$ cat src/rtl/sidebar_pkg.sv
// Shared definitions for the cake stack tracker: colour codes, stack
// geometry, the tracker state encoding and the recipe colour map.
package sidebar_pkg;

    localparam int         LAYER_W     = 3;
    localparam int         STACK_SLOTS = 6;
    localparam logic [2:0] COL_NONE    = 3'b000;
    localparam logic [2:0] COL_CHERRY  = 3'b111;

    typedef enum logic [2:0] {
        IDLE,
        PEND,
        EVAL,
        SHOW,
        NEWREC
    } tracker_state_e;

    // Recipe layers must be a real cake colour: never empty, never cherry.
    function automatic logic [LAYER_W-1:0] map_colour(input logic [LAYER_W-1:0] raw);
        logic [LAYER_W-1:0] mapped;
        mapped = raw;
        if (raw == COL_NONE) begin
            mapped = 3'b001;
        end else if (raw == COL_CHERRY) begin
            mapped = 3'b110;
        end
        return mapped;
    endfunction

endpackage

$ cat src/rtl/cake_stack_tracker_if.sv
// Bundle between the catch logic, the tracker and the sidebar renderer.
// The master side drives catches and the sidebar idle flag; the slave side
// (the tracker) returns the stack, recipe and scoring outputs.
interface cake_stack_tracker_if;
    import sidebar_pkg::*;

    logic                             catch_valid;
    logic [LAYER_W-1:0]               catch_colour;
    logic                             sidebar_draw_done;
    logic [LAYER_W*STACK_SLOTS-1:0]   cake_caught;
    logic [LAYER_W*STACK_SLOTS-1:0]   recipe;
    logic                             order_done;
    logic                             order_correct;
    logic [7:0]                       score;
    logic                             busy;

    modport master (
        output catch_valid, catch_colour, sidebar_draw_done,
        input  cake_caught, recipe, order_done, order_correct, score, busy
    );

    modport slave (
        input  catch_valid, catch_colour, sidebar_draw_done,
        output cake_caught, recipe, order_done, order_correct, score, busy
    );
endinterface

$ cat src/rtl/cake_lfsr.sv
// Free-running 8-bit Fibonacci LFSR (x^8+x^6+x^5+x^4+1) plus the recipe
// colour map applied to its low three bits.
module cake_lfsr
    import sidebar_pkg::*;
#(
    parameter logic [7:0] LFSR_SEED = 8'hA5
) (
    input  logic               clock,
    input  logic               resetn,
    output logic [LAYER_W-1:0] colour_o
);
    logic [7:0] lfsr_q;
    logic [7:0] lfsr_d;

    // Shift left, feeding back the XOR of taps 8, 6, 5 and 4.
    always_comb begin
        lfsr_d = {lfsr_q[6:0], lfsr_q[7] ^ lfsr_q[5] ^ lfsr_q[4] ^ lfsr_q[3]};
    end

    // Advance every cycle; the seed is reloaded while reset is held.
    always_ff @(posedge clock or negedge resetn) begin
        if (!resetn) begin
            lfsr_q <= LFSR_SEED;
        end else begin
            lfsr_q <= lfsr_d;
        end
    end

    assign colour_o = map_colour(lfsr_q[2:0]);
endmodule

$ cat src/rtl/cake_stack_tracker.sv
// Cake stack tracker: builds the caught stack one layer per catch, generates
// random recipes, scores finished orders and only changes its visible state
// while the sidebar reports idle.
// Optional build macro SCORE_PENALTY_EN: a wrong order decrements the score
// (floored at 0); without it wrong orders leave the score alone.
module cake_stack_tracker
    import sidebar_pkg::*;
#(
    parameter int         NUM_LAYERS  = 5,
    parameter int         HOLD_CYCLES = 50_000_000,
    parameter logic [7:0] LFSR_SEED   = 8'hA5
) (
    input  logic                 clock,
    input  logic                 resetn,
    cake_stack_tracker_if.slave  bus
);
    localparam int                STACK_W   = LAYER_W * STACK_SLOTS;
    localparam int                HOLD_W    = (HOLD_CYCLES > 1) ? $clog2(HOLD_CYCLES) : 1;
    localparam logic [HOLD_W-1:0] HOLD_LAST = HOLD_W'(HOLD_CYCLES - 1);
    // Step 0 clears, steps 1..NUM_LAYERS fill layers, the last step adds the cherry.
    localparam logic [2:0]        STEP_LAST = 3'(NUM_LAYERS + 1);

    tracker_state_e      state_q, state_d;
    logic [STACK_W-1:0]  cake_q, cake_d;
    logic [STACK_W-1:0]  recipe_q, recipe_d;
    logic [2:0]          depth_q, depth_d;
    logic [LAYER_W-1:0]  pend_q, pend_d;
    logic [2:0]          step_q, step_d;
    logic [HOLD_W-1:0]   hold_q, hold_d;
    logic [7:0]          score_q, score_d;

    logic [LAYER_W-1:0]     lfsr_colour;
    logic [STACK_SLOTS-1:0] push_sel;
    logic [STACK_SLOTS-1:0] gen_sel;
    logic [STACK_W-1:0]     gen_val;
    logic                   catch_hit;
    logic                   commit_en;
    logic [LAYER_W-1:0]     commit_colour;
    logic                   commit_last;
    logic                   stack_match;
    logic                   hold_done;

    cake_lfsr #(.LFSR_SEED(LFSR_SEED)) u_lfsr (
        .clock    (clock),
        .resetn   (resetn),
        .colour_o (lfsr_colour)
    );

    // Per-slot decode: which slot a catch lands in, which slot the current
    // recipe step writes, and what that step writes (cherry above the layers).
    genvar gi;
    generate
        for (gi = 0; gi < STACK_SLOTS; gi++) begin : g_slot
            assign push_sel[gi] = (depth_q == 3'(gi));
            assign gen_sel[gi]  = (step_q == 3'(gi + 1));
            assign gen_val[gi*LAYER_W +: LAYER_W] = (gi == NUM_LAYERS) ? COL_CHERRY : lfsr_colour;
        end
    endgenerate

    assign catch_hit     = bus.catch_valid && (bus.catch_colour != COL_NONE);
    assign commit_en     = bus.sidebar_draw_done &&
                           (((state_q == IDLE) && catch_hit) || (state_q == PEND));
    assign commit_colour = (state_q == PEND) ? pend_q : bus.catch_colour;
    assign commit_last   = (commit_colour == COL_CHERRY) || (depth_q == 3'(STACK_SLOTS - 1));
    assign stack_match   = (cake_q == recipe_q);
    assign hold_done     = (hold_q == HOLD_LAST);

    // State register.
    always_ff @(posedge clock or negedge resetn) begin
        if (!resetn) begin
            state_q <= NEWREC;
        end else begin
            state_q <= state_d;
        end
    end

    // Next-state logic.
    always_comb begin
        state_d = state_q;
        case (state_q)
            IDLE: begin
                if (catch_hit && !bus.sidebar_draw_done) begin
                    state_d = PEND;
                end else if (commit_en && commit_last) begin
                    state_d = EVAL;
                end
            end
            PEND: begin
                if (commit_en) begin
                    state_d = commit_last ? EVAL : IDLE;
                end
            end
            EVAL:   state_d = SHOW;
            SHOW: begin
                if (hold_done) begin
                    state_d = NEWREC;
                end
            end
            NEWREC: begin
                if (bus.sidebar_draw_done && (step_q == STEP_LAST)) begin
                    state_d = IDLE;
                end
            end
            default: state_d = IDLE;
        endcase
    end

    // Datapath next values: stack commits, recipe generation, hold timer, score.
    always_comb begin
        cake_d   = cake_q;
        recipe_d = recipe_q;
        depth_d  = depth_q;
        pend_d   = pend_q;
        step_d   = step_q;
        hold_d   = hold_q;
        score_d  = score_q;
        case (state_q)
            IDLE: begin
                if (catch_hit && !bus.sidebar_draw_done) begin
                    pend_d = bus.catch_colour;
                end
            end
            EVAL: begin
                if (stack_match) begin
                    if (score_q != 8'hFF) begin
                        score_d = score_q + 8'd1;
                    end
                end
`ifdef SCORE_PENALTY_EN
                else if (score_q != 8'h00) begin
                    score_d = score_q - 8'd1;
                end
`endif
            end
            SHOW: begin
                hold_d = hold_done ? '0 : hold_q + HOLD_W'(1);
            end
            NEWREC: begin
                if (bus.sidebar_draw_done) begin
                    if (step_q == 3'd0) begin
                        cake_d   = '0;
                        recipe_d = '0;
                        depth_d  = '0;
                    end else begin
                        for (int k = 0; k < STACK_SLOTS; k++) begin
                            if (gen_sel[k]) begin
                                recipe_d[k*LAYER_W +: LAYER_W] = gen_val[k*LAYER_W +: LAYER_W];
                            end
                        end
                    end
                    step_d = (step_q == STEP_LAST) ? 3'd0 : step_q + 3'd1;
                end
            end
            default: ;
        endcase
        if (commit_en) begin
            for (int k = 0; k < STACK_SLOTS; k++) begin
                if (push_sel[k]) begin
                    cake_d[k*LAYER_W +: LAYER_W] = commit_colour;
                end
            end
            depth_d = depth_q + 3'd1;
        end
    end

    // Datapath registers.
    always_ff @(posedge clock or negedge resetn) begin
        if (!resetn) begin
            cake_q   <= '0;
            recipe_q <= '0;
            depth_q  <= '0;
            pend_q   <= '0;
            step_q   <= '0;
            hold_q   <= '0;
            score_q  <= '0;
        end else begin
            cake_q   <= cake_d;
            recipe_q <= recipe_d;
            depth_q  <= depth_d;
            pend_q   <= pend_d;
            step_q   <= step_d;
            hold_q   <= hold_d;
            score_q  <= score_d;
        end
    end

    // Outputs; busy is forced low while reset is asserted so every output reads 0.
    always_comb begin
        bus.cake_caught   = cake_q;
        bus.recipe        = recipe_q;
        bus.score         = score_q;
        bus.order_done    = (state_q == EVAL);
        bus.order_correct = (state_q == EVAL) && stack_match;
        bus.busy          = resetn && (state_q != IDLE) && (state_q != PEND);
    end
endmodule

$ cat src/flat_wrapper.sv
// flat-port wrapper written by rule: the top's interface ports become plain ports
module cake_stack_tracker_flat import sidebar_pkg::*;
#(
    parameter int         NUM_LAYERS  = 5,
    parameter int         HOLD_CYCLES = 50_000_000,
    parameter logic [7:0] LFSR_SEED   = 8'hA5
)
  (clock, resetn, bus_catch_valid, bus_catch_colour, bus_sidebar_draw_done, bus_cake_caught, bus_recipe, bus_order_done, bus_order_correct, bus_score, bus_busy);
  cake_stack_tracker_if bus_i ();
  input  logic clock;
  input  logic resetn;
  input wire logic [$bits(bus_i.catch_valid)-1:0] bus_catch_valid;
  input wire logic [$bits(bus_i.catch_colour)-1:0] bus_catch_colour;
  input wire logic [$bits(bus_i.sidebar_draw_done)-1:0] bus_sidebar_draw_done;
  output wire logic [$bits(bus_i.cake_caught)-1:0] bus_cake_caught;
  output wire logic [$bits(bus_i.recipe)-1:0] bus_recipe;
  output wire logic [$bits(bus_i.order_done)-1:0] bus_order_done;
  output wire logic [$bits(bus_i.order_correct)-1:0] bus_order_correct;
  output wire logic [$bits(bus_i.score)-1:0] bus_score;
  output wire logic [$bits(bus_i.busy)-1:0] bus_busy;
  assign bus_i.catch_valid = bus_catch_valid;
  assign bus_i.catch_colour = bus_catch_colour;
  assign bus_i.sidebar_draw_done = bus_sidebar_draw_done;
  assign bus_cake_caught = bus_i.cake_caught;
  assign bus_recipe = bus_i.recipe;
  assign bus_order_done = bus_i.order_done;
  assign bus_order_correct = bus_i.order_correct;
  assign bus_score = bus_i.score;
  assign bus_busy = bus_i.busy;
  cake_stack_tracker #(.NUM_LAYERS(NUM_LAYERS), .HOLD_CYCLES(HOLD_CYCLES), .LFSR_SEED(LFSR_SEED)) u_core (.clock(clock), .resetn(resetn), .bus(bus_i));
endmodule
$ cat config.mk
export PLATFORM = sky130hd
export DESIGN_NAME = cake_stack_tracker_flat
export DESIGN_NICKNAME = d
export VERILOG_FILES = /design/src/rtl/sidebar_pkg.sv /design/src/rtl/cake_stack_tracker_if.sv /design/src/rtl/cake_lfsr.sv /design/src/rtl/cake_stack_tracker.sv /design/src/flat_wrapper.sv
export SDC_FILE = /design/constraint.sdc
export NUM_CORES = 1
export LEC_CHECK = 0
export CORE_MARGIN = 5
export CORE_UTILIZATION = 40
export CTS_CLUSTER_SIZE = 40
export DETAILED_ROUTE_END_ITERATION = 12
export DONT_BUFFER_PORTS = 1
export GPL_ROUTABILITY_DRIVEN = 0
export SYNTH_ARGS = -nofsm -noshare
export SYNTH_HDL_FRONTEND = slang
export SYNTH_SLANG_ARGS = --single-unit
$ cat constraint.sdc
create_clock -name clock -period 3.21 [get_ports clock]
set_clock_uncertainty 0.1 [all_clocks]
set_input_delay 0.4815 -clock clock [delete_from_list [all_inputs] [get_ports clock]]
set_output_delay 0.4815 -clock clock [all_outputs]
set_load 0.01 [all_outputs]
; Word-level counts from Yosys, hierarchy flattened
; Index checks and enable logic that the tools add are counted.
[totals]
regBits = 90
input_bits = 7
out_inout_bits = 47
wordCells = 117
[op_classes]
add_sub_neg = 4
n_eq_ne = 25
mux = 33
bitwise = 3
n_reduce_logical = 38
[op_table]
columns = cell, n
row1 = $mux W18, 5
row2 = $mux W3, 25
row3 = $add A26 B1 Y26 const B, 1
row4 = $eq A26 B26 Y1 const B, 1
row5 = $mux W26, 1
row6 = $eq A3 B3 Y1 const B, 8
row7 = $reduce_and A3 Y1, 8
row8 = $eq A18 B18 Y1, 1
row9 = $eq A3 B2 Y1 const B, 6
row10 = $reduce_bool A2 Y1, 9
row11 = $pmux W3 S5, 1
row12 = $logic_not A3 Y1, 4
row13 = $eq A3 B1 Y1 const B, 3
row14 = $logic_and A1 B1 Y1, 9
row15 = $add A8 B1 Y8 const B, 1
row16 = $ne A8 B8 Y1 const B, 1
row17 = $add A3 B1 Y3 const B, 2
row18 = $ne A2 B1 Y1 const B, 3
row19 = $reduce_bool A3 Y1, 2
row20 = $reduce_and A2 Y1, 2
row21 = $reduce_and A4 Y1, 1
row22 = $ne A3 B1 Y1 const B, 1
row23 = $ne A3 B3 Y1 const B, 1
row24 = $xor A1 B1 Y1, 3
row25 = 3 further kinds, 4

; Longest topological paths before layout
[logic_depth]
depth_word = 9
ltp_mapped = 8

; Cells and area by module
; From an unflattened synthesis, not the netlist that was laid out.
[unflattened]
hier_cells = 423
hier_area_um2 = 4415.5
[by_module_without_submodules]
columns = module, n_inst, cells_per_inst, area_each_um2, seq_area_each_um2
row1 = cake_stack_tracker, 1, 407, 4157.7, 2003.2
row2 = cake_lfsr, 1, 16, 257.7, 205.2

; Worst setup path after synthesis
; No wires, ideal clock.
[synth_timing]
path_type = reg2reg
startpoint = register u_core.state_q[2]
endpoint = register u_core.score_q[6], in the netlist u_core.bus.score[6]
setup_time_ns = 0.125
arrival_ns = 2.041
slack_ns = 0.944
path_stages_with_launch = 7
path_buffers = 1
cell_sequence = dfstp_2 clkbuf_1 nor3b_1 and3_1 nand4_1 nor4_1 mux2_2
[synth_between]
elab_chain_len = 2
[synth_rtl]
columns = item, line
row1 = "start, declared", cake_stack_tracker.sv:23  ; tracker_state_e state_q, state_d;
row2 = "start signal, assigned", cake_stack_tracker.sv:73  ; state_q <= state_d;
row3 = $eq A3 B2 Y1, -
row4 = net bus_order_done, flat_wrapper.sv:17  ; output wire logic [$bits(bus_i.order_done)-1:0] bus_order_done;
row5 = $reduce_and A3 Y1 (no source line), -
row6 = "end signal, assigned", cake_stack_tracker.sv:183  ; score_q <= score_d;
row7 = "end, declared", cake_stack_tracker.sv:30  ; logic [7:0] score_q, score_d;
; The timed path passes the listed nets, and every way through them passes these cells.
; A chain may end at the register's enable or synchronous reset.

; Final worst setup path
[layout_timing]
startpoint = register u_core.state_q[1]
endpoint = output bus_order_correct
[layout_between]
elab_chain_len = 2
[layout_rtl]
columns = item, line
row1 = $eq A3 B2 Y1, cake_stack_tracker.sv:193  ; bus.order_correct = (state_q == EVAL) && stack_match;
row2 = $logic_and A1 B1 Y1, cake_stack_tracker.sv:193
row3 = "end, declared", flat_wrapper.sv:18  ; output wire logic [$bits(bus_i.order_correct)-1:0] bus_order_correct;
; Every way passes these cells.

==> flow_summary.toml <==
[min_path]
hp-class = "in2reg"

[yosys]
synth-main-ff-cell = "dfrtp_1"
synth_area_per_cell_um2 = 10.2
ys.warnings.count = 0
synth_top_family_by_area = "simple AND/OR/NAND/NOR gates"
synth-simple-area-share_pct = 21.0
synth_cell_types = 48
synth_nets = 451
synthTopCellsByArea = "dfrtp_1 47%, mux2i_1 5.9%, nand2_1 4.6%"
syn_area_um2 = 4450
synthXorXnorAreaFrac_pct = 5.71
async_reset_ff_share_pct = 100
synth_top_area_share_pct = 46.7
synth_cells = 436
ys_seq_area_share_pct = 49.6
muxShareOfSynthArea_pct = 9.65
synth_adder_area_share_pct = 2.25
synth_edf_count = 0
ys_seq_elements = 88
synth_compound_area_share_pct = 8.61
synth_area_leader_cell = "dfrtp_1"

[floorplan]
pin_count = 54
fp.dieArea_um2 = 13300
coreArea_um2 = 10900
die_w_um = 115
start_util_pct = 40.9
die_y_um = 115
num_rows = 38

[critical_path]
required_ps = 2630
critPathKind = "reg2out"
start_kind = "register"
crit_path_end_kind = "primary output"
worstPathArrival_ps = 2130
critPathMaxFanout = 11

[sta]
period_share_pct = 84.5
rsz0062_at_grt = "no"
setup-violations-final = 0
relSlewSlack_pct = 35.1
worst_pin_slew_ps = 971
layout_setup_ws_ps = 498
fin_crit_ps = 2710
fin_setup_tns_ps = 0
drv_slew = 0
fin_hold_ws_ps = 173
fmax_ghz = 0.369
report.final.hold_viol_count = 0

[power_and_ir_drop]
powerDensity_nw_per_um2 = 722
ir_drop_mv = 0.440
leakagePower_nw = 2.22

[status]
status = "finished clean"

[flow_run]
maxCapViolations = 0

[detailed_routing]
wl_um = 10300
routedWlPerCell_um = 17.8
viasPerCell = 5.58
first_pass_iters = 4
via_count = 3243
drt_iter0_markers = 208
postRouteAntennaNets = 0
drc = 0

[grt]
grt_pass1_wl_um = 17100
grt_max_degree = 89
grt_overflow = 0
grt_usage_pct = 16.4
grt_pass1_vias = 3193
antenna_found_initial = 1

[clocking]
post_cts_buffers = 0
clk_latency_ps = 380
clockBufferDepth = 2
cts_root_buf = "clkbuf_8"
clk_pin_slew_ps = 90
numCtsBuffers = 9
cts-resized-gates = 0
hold_buffers = 2
htreeDepth = 3
cts.sinks = 88
cts_tree = "yes"

[finish]
final_nets = 451
antennaDiodeCount = 0
area_growth_pct = 8.80
utilization_pct = 44.4
drive_above_1_share_pct = 11.6

[place]
dp_hpwl_um = 7290
numPortBuffers = 0
dp_slack_ps = 804
[kinds of logic after synthesis]
| kind of cell | Yosys count |
|---|---|
| fa+ha+maj | 8 |
| flops | 88 |
| xor+xnor | 29 |
| mux | 41 |
| compound gates | 63 |
| simple gates | 174 |
| buf+inv | 33 |
[metal layers]
metal  up-vias  part of all wire, %  GRT usage (%)
li1       1559                    -              -
met1      1590                   46           22.3
met2        81                   44           24.9
met3        13                  7.8           5.43
met4         0                  1.5           5.09
met5         -                    0              0
[critical path, cell delays in order (launching register included)]
cell     delay, ps
dfrtp_1        550
nor3b_1        230
buf_4          170
and3_1         150
nand4_1        330
nor2_1         330
[registers in the layout, summed over array words and instances (netlist names)]
| register | cells |
|---|---|
| u_core.bus.cake_caught | 18 |
| u_core.bus.recipe | 16 |
| u_core.bus.score | 8 |
| u_core.depth_q | 3 |
| u_core.hold_q | 26 |
| u_core.pend_q | 3 |
| u_core.state_q | 3 |
| u_core.step_q | 3 |
| u_core.u_lfsr.lfsr_q | 8 |
[power by group]
group          internal, mW  switching (mW)
logic                 0.361           0.517
clock network         0.445           0.421
registers              1.35           0.405
total                  2.15            1.34
[cell usage after synthesis, types with 13 or more instances]
library cell,instances
dfrtp_1,83
o21ai_0,20
xor2_1,16
inv_1,15
a21oi_1,21
nand2_1,55
clkbuf_1,13
xnor2_1,13
mux2i_1,26
nand4_1,15
mux2_2,15
nor2_1,18
nand3_1,29
[layout make-up]
cell class	instances	area, µm²
Clock buffer	10	128
Tap cell	140	175
Fill cell	1021	6050
Inverter	15	56.3
Multi-Input combinational cell	315	2110
Timing Repair Buffer	7	75.1
Clock inverter	6	91.3
Sequential cell	88	2210
[per-stage QoR]
step / cells / total power, mW / cell area, µm²
global placement: 563 / 2.60 / 4580
floorplan: 436 / 2.36 / 4450
global route: 581 / 3.73 / 4840
finish: 581 / 3.50 / 4840
CTS: 581 / 3.53 / 4840
detailed placement: 563 / 2.63 / 4580
[worst paths after layout]
| kind | cells after the start | startpoint | slack (ps) | end |
|---|---|---|---|---|
| setup / recovery | 5 | u_core.state_q[1] | 500 | bus_order_correct |
| hold / removal | 1 | bus_catch_colour[0] | 170 | u_core.pend_q[0] |
| setup reg to reg | 6 | u_core.state_q[1] | 790 | u_core.bus.score[6] |
| hold reg to reg | 0 | u_core.u_lfsr.lfsr_q[6] | 260 | u_core.u_lfsr.lfsr_q[7] |
| max in group asynchronous | 2 | resetn | 2060 | u_core.state_q[2] |
| min in group asynchronous | 2 | resetn | 560 | u_core.bus.recipe[9] |
[cell usage in the layout, fill, tap and decap left out, types with 7 or more instances in the layout]
cell type and count:
dfrtp_1 83, and3_1 9, nor4_1 7, nand4_1 15, a21oi_1 21, nand2_1 55
mux2i_1 26, ha_1 8, nor3_1 9, nor2_1 18, clkbuf_8 9, or3_1 9
o21ai_0 20, xor2_1 16, nand3_1 29, inv_1 15, xnor2_1 13, mux2_2 15
Power figures use the tool's default switching activity.
